===== src/rtl/spawn_pkg.sv =====
// spawn_pkg: shared states, grid geometry and the cell-index mapping used by the spawn arbiter
// and by any other randomised placement logic.
package spawn_pkg;

    typedef enum logic [2:0] {
        IDLE,
        DRAW,
        CHECK,
        SCAN,
        GRANT,
        FAIL
    } state_e;

    localparam int          GRID_W       = 101;
    localparam int          ROW_MIN      = 1;
    localparam int          ROW_MAX      = 8;
    localparam int          COL_MIN      = 2;
    localparam int          COL_MAX      = 9;
    localparam int          REQ_APPLE    = 0;
    localparam int          REQ_BARRIER  = 1;
    localparam logic [15:0] LFSR_DEFAULT = 16'hACE1;

    // Offsets are 0..7, so the result is always inside the 8x8 playfield (12..89).
    function automatic logic [7:0] cell_of(input logic [2:0] row_off, input logic [2:0] col_off);
        logic [7:0] row;
        logic [7:0] col;
        row = {5'd0, row_off} + 8'(ROW_MIN);
        col = {5'd0, col_off} + 8'(COL_MIN);
        return row * 8'd10 + col;
    endfunction

endpackage


===== src/rtl/spawn_lfsr.sv =====
// spawn_lfsr: free-running 16-bit Fibonacci LFSR (taps 16,14,13,11) and its mapping onto
// a playfield cell candidate.
module spawn_lfsr
    import spawn_pkg::*;
#(
    parameter logic [15:0] SEED = LFSR_DEFAULT
) (
    input  logic       clk_25M,
    input  logic       rst,
    output logic [7:0] cand
);

    // An all-zero state would lock the LFSR, so a zero seed falls back to the default.
    localparam logic [15:0] RST_VAL = (SEED == 16'd0) ? LFSR_DEFAULT : SEED;

    logic [15:0] lfsr_q;
    logic [15:0] lfsr_d;
    logic        feedback;

    assign feedback = lfsr_q[15] ^ lfsr_q[13] ^ lfsr_q[12] ^ lfsr_q[10];
    assign lfsr_d   = {lfsr_q[14:0], feedback};

    always_ff @(posedge clk_25M or posedge rst) begin
        if (rst) begin
            lfsr_q <= RST_VAL;
        end else begin
            lfsr_q <= lfsr_d;
        end
    end

    assign cand = cell_of(lfsr_q[2:0], lfsr_q[5:3]);

endmodule


===== src/rtl/spawn_arbiter.sv =====
// spawn_arbiter: shares one random placement engine between apple (req 0) and barrier (req 1).
// Build option SPAWN_SCAN_FALLBACK_EN adds a 64-cell deterministic scan after MAX_TRIES misses.
module spawn_arbiter
    import spawn_pkg::*;
#(
    parameter int          MAX_TRIES = 8,
    parameter logic [15:0] SEED      = LFSR_DEFAULT
) (
    input  logic              clk_25M,
    input  logic              rst,
    input  logic [1:0]        req,
    input  logic [GRID_W-1:0] occ_grid,
    output logic [1:0]        ack,
    output logic [7:0]        cell_out,
    output logic              fail,
    output logic              busy
);

    state_e     state_q, state_d;
    logic       owner_q, owner_d;
    logic       last_grant_q, last_grant_d;
    logic [7:0] try_cnt_q, try_cnt_d;
    logic [7:0] cand_q, cand_d;
    logic [7:0] cell_q, cell_d;
    logic [1:0] ack_q, ack_d;
    logic       fail_q, fail_d;
    logic [7:0] lfsr_cand;
    logic [1:0] owner_onehot;
    logic       abort;

    spawn_lfsr #(.SEED(SEED)) u_lfsr (
        .clk_25M (clk_25M),
        .rst     (rst),
        .cand    (lfsr_cand)
    );

    assign owner_onehot = owner_q ? 2'b10 : 2'b01;
    assign abort        = !req[owner_q];

`ifdef SPAWN_SCAN_FALLBACK_EN
    logic [5:0] scan_idx_q, scan_idx_d;
    logic [7:0] scan_cell;

    // Index bits [2:0] walk the columns, so the scan runs row by row from 12 to 89.
    assign scan_cell = cell_of(scan_idx_q[5:3], scan_idx_q[2:0]);

    always_ff @(posedge clk_25M or posedge rst) begin
        if (rst) begin
            scan_idx_q <= '0;
        end else begin
            scan_idx_q <= scan_idx_d;
        end
    end
`endif

    always_comb begin
        state_d      = state_q;
        owner_d      = owner_q;
        last_grant_d = last_grant_q;
        try_cnt_d    = try_cnt_q;
        cand_d       = cand_q;
        cell_d       = cell_q;
        ack_d        = 2'b00;
        fail_d       = 1'b0;
`ifdef SPAWN_SCAN_FALLBACK_EN
        scan_idx_d   = scan_idx_q;
`endif
        unique case (state_q)
            IDLE: begin
                if (|req) begin
                    state_d   = DRAW;
                    try_cnt_d = '0;
                    owner_d   = (&req) ? ~last_grant_q : req[REQ_BARRIER];
                end
            end
            DRAW: begin
                if (abort) begin
                    state_d = IDLE;
                end else begin
                    cand_d    = lfsr_cand;
                    try_cnt_d = try_cnt_q + 8'd1;
                    state_d   = CHECK;
                end
            end
            CHECK: begin
                if (abort) begin
                    state_d = IDLE;
                end else if (!occ_grid[cand_q[6:0]]) begin
                    state_d      = GRANT;
                    ack_d        = owner_onehot;
                    cell_d       = cand_q;
                    last_grant_d = owner_q;
                end else if (try_cnt_q == 8'(MAX_TRIES)) begin
`ifdef SPAWN_SCAN_FALLBACK_EN
                    state_d    = SCAN;
                    scan_idx_d = '0;
`else
                    state_d      = FAIL;
                    ack_d        = owner_onehot;
                    fail_d       = 1'b1;
                    last_grant_d = owner_q;
`endif
                end else begin
                    state_d = DRAW;
                end
            end
`ifdef SPAWN_SCAN_FALLBACK_EN
            SCAN: begin
                if (abort) begin
                    state_d = IDLE;
                end else if (!occ_grid[scan_cell[6:0]]) begin
                    state_d      = GRANT;
                    ack_d        = owner_onehot;
                    cell_d       = scan_cell;
                    last_grant_d = owner_q;
                end else if (scan_idx_q == 6'd63) begin
                    state_d      = FAIL;
                    ack_d        = owner_onehot;
                    fail_d       = 1'b1;
                    last_grant_d = owner_q;
                end else begin
                    scan_idx_d = scan_idx_q + 6'd1;
                end
            end
`endif
            // ack/fail were registered on entry, so these states only last one cycle.
            GRANT, FAIL: begin
                state_d = IDLE;
            end
            default: begin
                state_d = IDLE;
            end
        endcase
    end

    always_ff @(posedge clk_25M or posedge rst) begin
        if (rst) begin
            state_q      <= IDLE;
            owner_q      <= 1'b0;
            last_grant_q <= 1'b1;
            try_cnt_q    <= '0;
            cand_q       <= '0;
            cell_q       <= '0;
            ack_q        <= 2'b00;
            fail_q       <= 1'b0;
        end else begin
            state_q      <= state_d;
            owner_q      <= owner_d;
            last_grant_q <= last_grant_d;
            try_cnt_q    <= try_cnt_d;
            cand_q       <= cand_d;
            cell_q       <= cell_d;
            ack_q        <= ack_d;
            fail_q       <= fail_d;
        end
    end

    assign ack      = ack_q;
    assign cell_out = cell_q;
    assign fail     = fail_q;
    assign busy     = (state_q != IDLE);

endmodule


===== config.mk =====
export PLATFORM = sky130hd
export DESIGN_NAME = spawn_arbiter
export DESIGN_NICKNAME = d
export VERILOG_FILES = /design/src/rtl/spawn_pkg.sv /design/src/rtl/spawn_lfsr.sv /design/src/rtl/spawn_arbiter.sv
export SDC_FILE = /design/constraint.sdc
export NUM_CORES = 1
export LEC_CHECK = 0
export BUFFER_PORTS_ARGS = -buffer_cell sky130_fd_sc_hd__buf_4
export CORE_MARGIN = 5
export CORE_UTILIZATION = 49
export DETAILED_ROUTE_END_ITERATION = 8
export GPL_TIMING_DRIVEN = 0
export HOLD_SLACK_MARGIN = 0.12
export PLACE_DENSITY = 0.78
export SYNTH_ARGS = -nofsm -noshare
export SYNTH_HDL_FRONTEND = slang
export SYNTH_SLANG_ARGS = --single-unit

===== constraint.sdc =====
create_clock -name clk_25M -period 3.8 [get_ports clk_25M]
set_input_delay 0.38 -clock clk_25M [delete_from_list [all_inputs] [get_ports clk_25M]]
set_output_delay 0.38 -clock clk_25M [all_outputs]
set_load 0.01 [all_outputs]

==> run summary, run 1 <==
Status = completed
Crit Path Category = flip-flop to flip-flop
Worst clock skew = 0.00947 ns
Ys async rst share = 100%
Clock sink total = 48
Area taken by multi-input logic gates = 1660 µm²
CP startpoint kind = flip-flop
Root Buffer = clkbuf_8
Crit path launch = u_lfsr.lfsr_q[0]
Final Total Pwr = 0.00177 W
Fin Setup TNS = 0 ns
Number of routed nets with antenna violations = 0
Worst relative slew slack = 58.9%
P_leak = 1.94 nW
Fin. Hold Viols = 0
Period minus WS final = 2.88 ns
Seq cells post-synth = 48
Final count of negative-setup-slack endpoints = 0
Largest family of logic cells by synthesized area = multiplexers
DR DRC count = 0
Die Span X = 88.5 µm
Synthesized cell area = 3020 µm²
Layout cell share with drive strength beyond 1 = 48.0%
Power density cells = 432 nW/µm²
VDD IR max = 0.263 mV
First-pass GRT wire length = 12100 µm
RSZ-0062 raised after global routing = no
Final Max Tran Viols = 0
Post-synth EDFFs = 0
Cells after Synth = 247
Synth Area in Compound Gates = 9.25%
Hold buffers post-CTS = 1
R2R setup slack = 0.92 ns
Reg2reg path depth = 9
Final HPWL DP = 6310 µm
I/O pin cnt = 117
XOR/XNOR share of the synthesized area = 4.06%
Placed cell area = 4000 µm²
1st-iter DRT viols = 110
Initial antenna violation count = 0
Post-CTS sizing = 0
Fin crit share = 75.7%
Sequential element share of the synthesized area = 40.2%
Fin nets = 489
Syn-to-layout area delta = 36.3%
Mapped Nets = 364
Die height = 88.5 µm
Max Clk Rate = 348 MHz
Mean area per synthesized cell = 12.2 µm²
Max Cap Viol = 0
FF+latch area = 1210 µm²
Average routed wire per standard cell = 17.1 µm
WP data arrival = 3.12 ns
CORE AREA = 5960 µm²
Setup ws final = 0.923 ns
Most used DFF post-synth = dfrtp_1
Tightest Hold Check Type = input pin to flip-flop
Vias in the first global route = 2508
Worst EP required = 4.04 ns
# fillers = 470
# rows = 28
Detailed Routing Iterations Pass 1 = 4
Worst-path fanout max = 6
Die ar. = 7830 µm²
Synth Area in Simple Gates = 8.79%
Mux share of post-synthesis cell area = 27.4%
Synth cell types = 48
Adder-cell area share of the yosys netlist = 5.47%
Starting Density = 50.7%
Diodes inserted = 0
CP endpoint kind = flip-flop
Synth warn = 0
Final instance area = 4110 µm²
Pre-CTS setup slack = 0.951 ns
Max clock buf depth = 2
Num CTS Buffers = 5
R2R Path End = cand_q[7]
CTS tree = done
Clock latency at the later pin of the worst-skew pair = 0.29 ns
Gr usage total = 19.9%
Least-Margin Pin Slew = 0.616 ns
Port Buf Inserts = 116
Total Routed Length = 7640 µm
Largest net degree at the start of global routing = 32
Vias per cell = 5.44
Layout Utilization = 69.0%
Post-CTS setup buffers = 0
CTS clk-pin slew, worst paths = 0.09 ns
Worst R2R Start = u_lfsr.lfsr_q[0]
Routability cong. = 0.854
Crit path to = cand_q[7]
Htree depth = 2
Via count = 2438
Gr ovfl total = 0
## final cells by class
cell class	instances	share of cell area (%)
multi-input cells	168	40.3
flip-flops and latches	48	29.5
repair buffers	118	21.9
clock buffers	8	2.43
well taps	75	2.28
plain buffers	13	1.92
inverters	18	1.64
## cells by family (layout without fill, tap and decap cells)
| kind of cell | after synthesis | after routing |
|---|---|---|
| flops | 48 | 48 |
| mux | 52 | 52 |
| simple gates | 57 | 57 |
| fa+ha+maj | 12 | 12 |
| xor+xnor | 14 | 14 |
| buf+inv | 31 | 157 |
| compound gates | 33 | 33 |
## placed cells by master (no fill, tap or decap), types with 4 or more instances in the layout
cell and count:
xnor2_1 7, a21oi_1 5, clkbuf_1 5, mux2_1 7, mux2_2 5, clkbuf_8 7
nor2_1 19, mux2_4 8, xor2_1 7, a221oi_1 4, nand3_1 5, inv_1 16
nand2_1 16, dfrtp_1 39, and3_1 4, o21ai_1 4, dfstp_2 9, buf_4 117
ha_1 10, mux2i_1 12, mux4_2 20
## sequential cells by signal, indices dropped and copies added, names as in the netlist
| register | flops |
|---|---|
| ack | 2 |
| cand_q | 8 |
| cell_out | 8 |
| fail | 1 |
| last_grant_q | 1 |
| owner_q | 1 |
| state_q | 3 |
| try_cnt_q | 8 |
| u_lfsr.lfsr_q | 16 |
## how the worst min path moves through the flow
stage	from	endpoint	slack [ns]	cells past startpoint
5_1_grt	req[1]	owner_q	0.35	2
2_1_floorplan	u_lfsr.lfsr_q[8]	u_lfsr.lfsr_q[9]	0.33	0
6_report	req[1]	owner_q	0.35	2
4_1_cts	req[1]	owner_q	0.35	2
3_5_place_dp	u_lfsr.lfsr_q[9]	u_lfsr.lfsr_q[10]	0.34	0
3_3_place_gp	u_lfsr.lfsr_q[14]	u_lfsr.lfsr_q[15]	0.34	0
## stage by stage
| step | hold slack, ns | std cells |
|---|---|---|
| finish | 0.354 | 448 |
| global route | 0.350 | 448 |
| CTS | 0.352 | 448 |
| detailed placement | 0.338 | 439 |
| global placement | 0.339 | 438 |
| floorplan | 0.331 | 247 |
## power breakdown
part,total [W],switching (W),internal (W)
clock network,0.000324,0.000158,0.000166
logic,0.000792,0.000375,0.000416
registers,0.000659,0.0000593,0.000599
total,0.00177,0.000592,0.00118
## worst max-delay path, stage by stage, from the launching register on
cell and delay, ns:
dfstp_2 0.60, ha_1 0.28, ha_1 0.29, ha_1 0.22, inv_1 0.07, fa_1 0.45
nor2_1 0.21, mux2_1 0.36, o221ai_1 0.20, o21a_1 0.15
## per-layer routing
layer	vias up	track usage [%]	routed length, µm
li1	1148	-	-
met1	1206	26.7	3010
met2	74	33.4	4070
met3	10	4.00	455
met4	0	4.53	116
met5	-	0	0
## Yosys cell counts (3+ instances only)
| library cell | n | area [µm²] |
|---|---|---|
| mux4_2 | 20 | 450 |
| clkbuf_1 | 4 | 15.0 |
| and3_1 | 4 | 25.0 |
| mux2i_1 | 12 | 120 |
| xor2_1 | 7 | 61.3 |
| nor2b_1 | 3 | 18.8 |
| dfrtp_1 | 39 | 976 |
| ha_1 | 10 | 125 |
| dfstp_2 | 9 | 236 |
| xnor2_1 | 7 | 61.3 |
| nand2_1 | 16 | 60.1 |
| mux2_4 | 8 | 120 |
| mux2_1 | 7 | 78.8 |
| buf_2 | 3 | 15.0 |
| o21ai_1 | 4 | 20.0 |
| nor2_1 | 19 | 71.3 |
| nand3_1 | 5 | 25.0 |
| buf_6 | 3 | 33.8 |
| a221oi_1 | 4 | 35.0 |
| mux2_2 | 5 | 56.3 |
| inv_1 | 17 | 63.8 |
| a21oi_1 | 5 | 25.0 |
Power figures use the tool's default switching activity.
==> run 2, diff against run 1 <==
Clock period 3.8 ns to 2.9 ns, I/O delays scaled along.
==> run 2 against run 1 <==
Power rose by 31%. Utilization grew 0.69 points. Cell count is 0.67% higher. Final area up 1.0%. First-iteration DRC count grew 34%. Register-to-register slack lost 0.82 ns. Sequential power grew 31%. Clock skew down 0.0028 ns. Count of clock-buffer cells in the layout unchanged. Hold slack lost 0.091 ns. Critical endpoint unchanged. Largest power group unchanged.
==> run summary, run 2 (synthesis results as in run 1) <==
Status = completed
CORE AREA = 5960 µm²
Crit-path slowest cell = dfstp_2
Vias per cell = 5.44
Vias in the first global route = 2508
# fillers = 461
Power density cells = 560 nW/µm²
I/O pin cnt = 117
CP startpoint kind = flip-flop
Clk pwr share = 18.2%
WP data arrival = 3.04 ns
Finished Layout Cells = 451
Max Clk Rate = 357 MHz
Tightest Hold Check Type = input pin to flip-flop
Period minus WS final = 2.80 ns
Flop pwr share = 37.1%
Fin Setup TNS = 0 ns
Largest net degree at the start of global routing = 32
Max clock buf depth = 2
Port Buf Inserts = 116
Max Cap Viol = 0
Crit path launch = u_lfsr.lfsr_q[0]
Most frequent cells in the layout = buf_4, dfrtp_1, mux4_2, nor2_1
CTS tree = done
Die height = 88.5 µm
Family with the most delay on the worst path = adder cells
GRT met1 Usage = 26.7%
Net switching power = 0.000775 W
Least-Margin Pin Slew = 0.491 ns
Worst R2R Start = u_lfsr.lfsr_q[0]
# rows = 28
Syn-to-layout area delta = 37.7%
Layout cell share with drive strength beyond 1 = 49.5%
Clock latency at the later pin of the worst-skew pair = 0.29 ns
Via count = 2453
Hold slack final = 0.264 ns
Initial antenna violation count = 0
DR DRC count = 0
Placed Instances = 439
RSZ-0062 raised after global routing = no
Fin crit share = 96.5%
GRT Max-Usage Layer = met2
Worst clock skew = 0.00665 ns
Sw frac = 33.3%
VDD IR max = 0.345 mV
Most flops, register = u_lfsr.lfsr_q
1st-iter DRT viols = 147
Combinational Power Share = 44.7%
Root Buffer = clkbuf_8
Final HPWL DP = 6310 µm
Routability cong. = 0.854
Internal Power = 0.00155 W
Worst EP required = 3.14 ns
Number of cells on the critical path = 9
Fin nets = 492
Reg2reg path depth = 9
Starting Density = 50.7%
Detailed Routing Iterations Pass 1 = 4
Most frequent CP cell = ha_1
Worst path max stage delay = 0.58 ns
Clock sink total = 48
Final count of negative-setup-slack endpoints = 0
Crit Path Category = flip-flop to flip-flop
Fin. Hold Viols = 0
Diodes inserted = 0
Average routed wire per standard cell = 17.0 µm
Worst relative slew slack = 67.2%
CTS clk-pin slew, worst paths = 0.08 ns
Die Span X = 88.5 µm
Final Max Tran Viols = 0
Worst-path fanout max = 5
Met3 GRT Util = 4.00%
CP cell instances = ha_1 > ha_1 > ha_1 > inv_1 > fa_1 > nor2_2 > mux2_1 > o221ai_1 > o21a_1
R2R setup slack = 0.10 ns
Largest register FFs = 16
Worst path bufs/invs = 1
CP endpoint kind = flip-flop
Die ar. = 7830 µm²
Htree depth = 2
R2R Path End = cand_q[7]
Gr ovfl total = 0
Total Routed Length = 7680 µm
Layout Utilization = 69.7%
Gr usage total = 19.9%
Number of routed nets with antenna violations = 0
Crit path to = cand_q[7]
First-pass GRT wire length = 12100 µm
Routing usage on met2 = 33.4%
Commonest non-fill, non-tap cell in the layout = buf_4
P_leak = 1.97 nW
Num CTS Buffers = 5
==> run 2: changes by cell type in the layout (fill, tap and decap cells not counted), sizes merged <==
| cell | change |
|---|---|
| buf | +3 |
==> run 2: worst register-to-register path: cells and delay by family (launching register included) <==
| family | cells | cell delay (ns) |
|---|---|---|
| buffers and inverters | 1 | 0.07 |
| adders and majority gates | 4 | 1.24 |
| and+or+nand+nor | 1 | 0.17 |
| AOI/OAI and AO/OA | 2 | 0.35 |
| muxes | 1 | 0.35 |
| DFF | 1 | 0.58 |
==> run 2: per-stage QoR <==
stage	total power [W]	instance area (µm²)	worst slack, ns
3_5_place_dp	0.00192	4000	0.0505
6_report	0.00233	4150	0.101
2_1_floorplan	0.00155	3020	0.281
3_3_place_gp	0.00189	3980	0.0770
4_1_cts	0.00234	4110	0.0116
5_1_grt	0.00247	4150	0.00103
==> run 2: worst min path at each step <==
stage	slack, ns	to	cells past startpoint	startpoint
3_5_place_dp	0.30	u_lfsr.lfsr_q[9]	2	rst
5_1_grt	0.26	owner_q	2	req[1]
3_3_place_gp	0.34	u_lfsr.lfsr_q[15]	0	u_lfsr.lfsr_q[14]
6_report	0.26	owner_q	2	req[1]
4_1_cts	0.26	owner_q	2	req[1]
2_1_floorplan	0.33	u_lfsr.lfsr_q[9]	0	u_lfsr.lfsr_q[8]
==> run 2: layout make-up <==
type	count	area, µm²	area share (%)
buffer	13	80.1	1.93
clock buffer	8	100	2.41
inverter	18	67.6	1.63
multi-input combinational	168	1680	40.3
sequential	48	1210	29.2
tap	75	93.8	2.26
timing repair buffer	121	923	22.2
==> run 2: what timing repair did <==
item,in CTS,in global routing
gates resized for setup,0,5
endpoints found under the setup margin,0,8
hold buffers,1,0
buffers inserted,0,3
hold endpoints to repair,10,0
==> run 2: layer usage <==
layer	wire (µm)	share of wire, %
met5	0	0
met3	490	6.4
met4	116	1.5
met2	4090	53
met1	2990	39
==> run 2: power groups by stage <==
| stage | clock (W) | combinational [W] | sequential (W) |
|---|---|---|---|
| 4_1_cts | 0.000434 | 0.00104 | 0.000865 |
| 6_report | 0.000423 | 0.00104 | 0.000863 |
| 5_1_grt | 0.000464 | 0.00113 | 0.000879 |
| 3_3_place_gp | 0 | 0.00102 | 0.000874 |
| 2_1_floorplan | 0 | 0.000676 | 0.000879 |
| 3_5_place_dp | 0 | 0.00104 | 0.000878 |
==> run 3, diff against run 2 <==
Settings changed: CELL_PAD_IN_SITES_DETAIL_PLACEMENT set to 2, CELL_PAD_IN_SITES_GLOBAL_PLACEMENT set to 2, CORE_UTILIZATION 49 to 31, CTS_BUF_LIST set to sky130_fd_sc_hd__clkbuf_2 sky130_fd_sc_hd__clkbuf_4 sky130_fd_sc_hd__clkbuf_8, PLACE_DENSITY 0.78 to 0.79.
==> run 3 against run 2 <==
Hold slack got worse by 0.0076 ns. Global-route usage decreased by 3.5 points. Utilization down 25 points. First-iteration DRC count fell by 71%. Non-clock buffer count rose by 4. Wire length up 32%. Sequential cell count unchanged. Critical path depth unchanged. Cell count rose by 14%. Die area grew 51%. Clock power grew 26%. Largest cell class unchanged. Final area grew 3.7%. Critical path type unchanged.
==> run summary, run 3 (synthesis results as in run 1) <==
Initial antenna violation count = 0
Worst clock skew = 0.00649 ns
Num CTS Buffers = 5
Starting Density = 31.3%
Reg2reg path depth = 9
GRT met1 Usage = 20.6%
Total Routed Length = 10100 µm
Net switching power = 0.000888 W
Hold Path Sink = owner_q
I/O pin cnt = 117
Period minus WS final = 2.77 ns
Most flops, register = u_lfsr.lfsr_q
VDD IR max = 0.263 mV
Worst relative slew slack = 67.0%
Final count of negative-setup-slack endpoints = 0
Layout cell share with drive strength beyond 1 = 51.6%
Die ar. = 11800 µm²
Max clock buf depth = 2
Flop pwr share = 34.0%
Root Buffer = clkbuf_8
WP data arrival = 3.02 ns
CORE AREA = 9640 µm²
Die Span X = 109 µm
Final Max Tran Viols = 0
Max Cap Viol = 0
Sw frac = 34.8%
Gr ovfl total = 0
Fin Setup TNS = 0 ns
R2R setup slack = 0.13 ns
# fillers = 1034
Via count = 2518
CP startpoint kind = flip-flop
Tightest Hold Check Type = input pin to flip-flop
CTS tree = done
Worst R2R Start = u_lfsr.lfsr_q[0]
Clock sink total = 48
CTS clk-pin slew, worst paths = 0.09 ns
Max Clk Rate = 361 MHz
Hold Startpoint = req[1]
R2R Path End = cand_q[7]
Port Buf Inserts = 116
# rows = 36
CP endpoint kind = flip-flop
Finished Layout Cells = 513
Commonest non-fill, non-tap cell in the layout = buf_4
Placed Instances = 497
P_leak = 2.01 nW
Hold slack final = 0.256 ns
Fin nets = 496
Final HPWL DP = 7920 µm
First-pass GRT wire length = 14800 µm
Power density cells = 593 nW/µm²
RSZ-0062 raised after global routing = no
1st-iter DRT viols = 42
Routing usage on met2 = 29.8%
Average routed wire per standard cell = 19.7 µm
Vias per cell = 4.91
GRT Max-Usage Layer = met2
Largest register FFs = 16
Vias in the first global route = 2864
Fin. Hold Viols = 0
Worst-path fanout max = 4
Internal Power = 0.00167 W
Die height = 109 µm
Largest net degree at the start of global routing = 41
Least-Margin Pin Slew = 0.495 ns
Worst EP required = 3.15 ns
Detailed Routing Iterations Pass 1 = 4
Final Total Pwr = 0.00256 W
Fin crit share = 95.6%
Met3 GRT Util = 2.84%
Clock latency at the later pin of the worst-skew pair = 0.30 ns
Diodes inserted = 0
Htree depth = 2
Routability cong. = 0.748
Number of routed nets with antenna violations = 0
Status = completed
Most frequent cells in the layout = buf_4, dfrtp_1, mux4_2, nor2_1, nand2_1
Clk pwr share = 20.8%
Syn-to-layout area delta = 42.8%
Crit Path Category = flip-flop to flip-flop
Combinational Power Share = 45.3%
Hold path cells = 2
DR DRC count = 0
Gr usage total = 16.3%
==> run 3: changes by cell type in the layout (fill, tap and decap cells not counted), sizes merged <==
cell and delta:
buf +4, bufinv +1, clkbuf -1
==> run 3: metrics by stage <==
stage / worst slack [ns] / util (%) / area (µm²)
after detailed placement: -0.169 / 42.3 / 4070
after global routing: 0.00828 / 44.7 / 4310
after global placement: -0.0831 / 42.1 / 4050
after CTS: 0.0547 / 44.1 / 4250
final: 0.128 / 44.7 / 4310
after floorplan: 0.281 / - / 3020
==> run 3: power groups by stage <==
stage / clock, W / combinational [W] / sequential, W
after floorplan: 0 / 0.000676 / 0.000879
after global placement: 0 / 0.00105 / 0.000875
after detailed placement: 0 / 0.00111 / 0.000881
after CTS: 0.000549 / 0.00114 / 0.000869
after global routing: 0.000581 / 0.00125 / 0.000884
final: 0.000531 / 0.00116 / 0.000868
==> run 3: final cells by class <==
cell class / instances / area, µm² / share of cell area [%]
multi-input cells: 168 / 1700 / 39.5
flip-flops and latches: 48 / 1210 / 28.2
repair buffers: 125 / 953 / 22.1
well taps: 133 / 166 / 3.86
clock buffers: 7 / 96.3 / 2.24
plain buffers: 13 / 80.1 / 1.86
inverters: 18 / 67.6 / 1.57
clock inverters: 1 / 30.0 / 0.697
==> run 3: worst max path at each step <==
stage / slack [ns] / startpoint / end / cells past startpoint
after CTS: 0.05 / u_lfsr.lfsr_q[0] / cand_q[7] / 9
after global routing: 0.008 / cand_q[0] / cell_out[2] / 9
final: 0.13 / u_lfsr.lfsr_q[0] / cand_q[7] / 9
after floorplan: 0.28 / u_lfsr.lfsr_q[0] / cand_q[7] / 9
after detailed placement: -0.17 / cand_q[1] / cell_out[2] / 8
after global placement: -0.08 / cand_q[1] / cell_out[0] / 8
==> run 3: timing repair <==
action,in CTS,in global routing
buffers inserted,4,3
cloned,0,0
resized for setup,3,7
endpoints found under the setup margin,9,9
pin swaps,1,3
hold buffers,1,0
hold endpoints to repair,7,0
==> run 3: layer usage <==
layer,wire length [µm],vias to the layer above
met1,4030,1299
met5,0,-
met3,329,11
met4,123,0
li1,-,1160
met2,5640,48
==> run 3: worst max-delay path, cell delays in order (launching register included) <==
cell and delay (ns):
dfstp_2 0.58, ha_1 0.26, ha_1 0.31, ha_1 0.23, inv_1 0.08, fa_2 0.48, nor2_4 0.12, mux2_1 0.33
o221ai_1 0.18, o21a_1 0.14
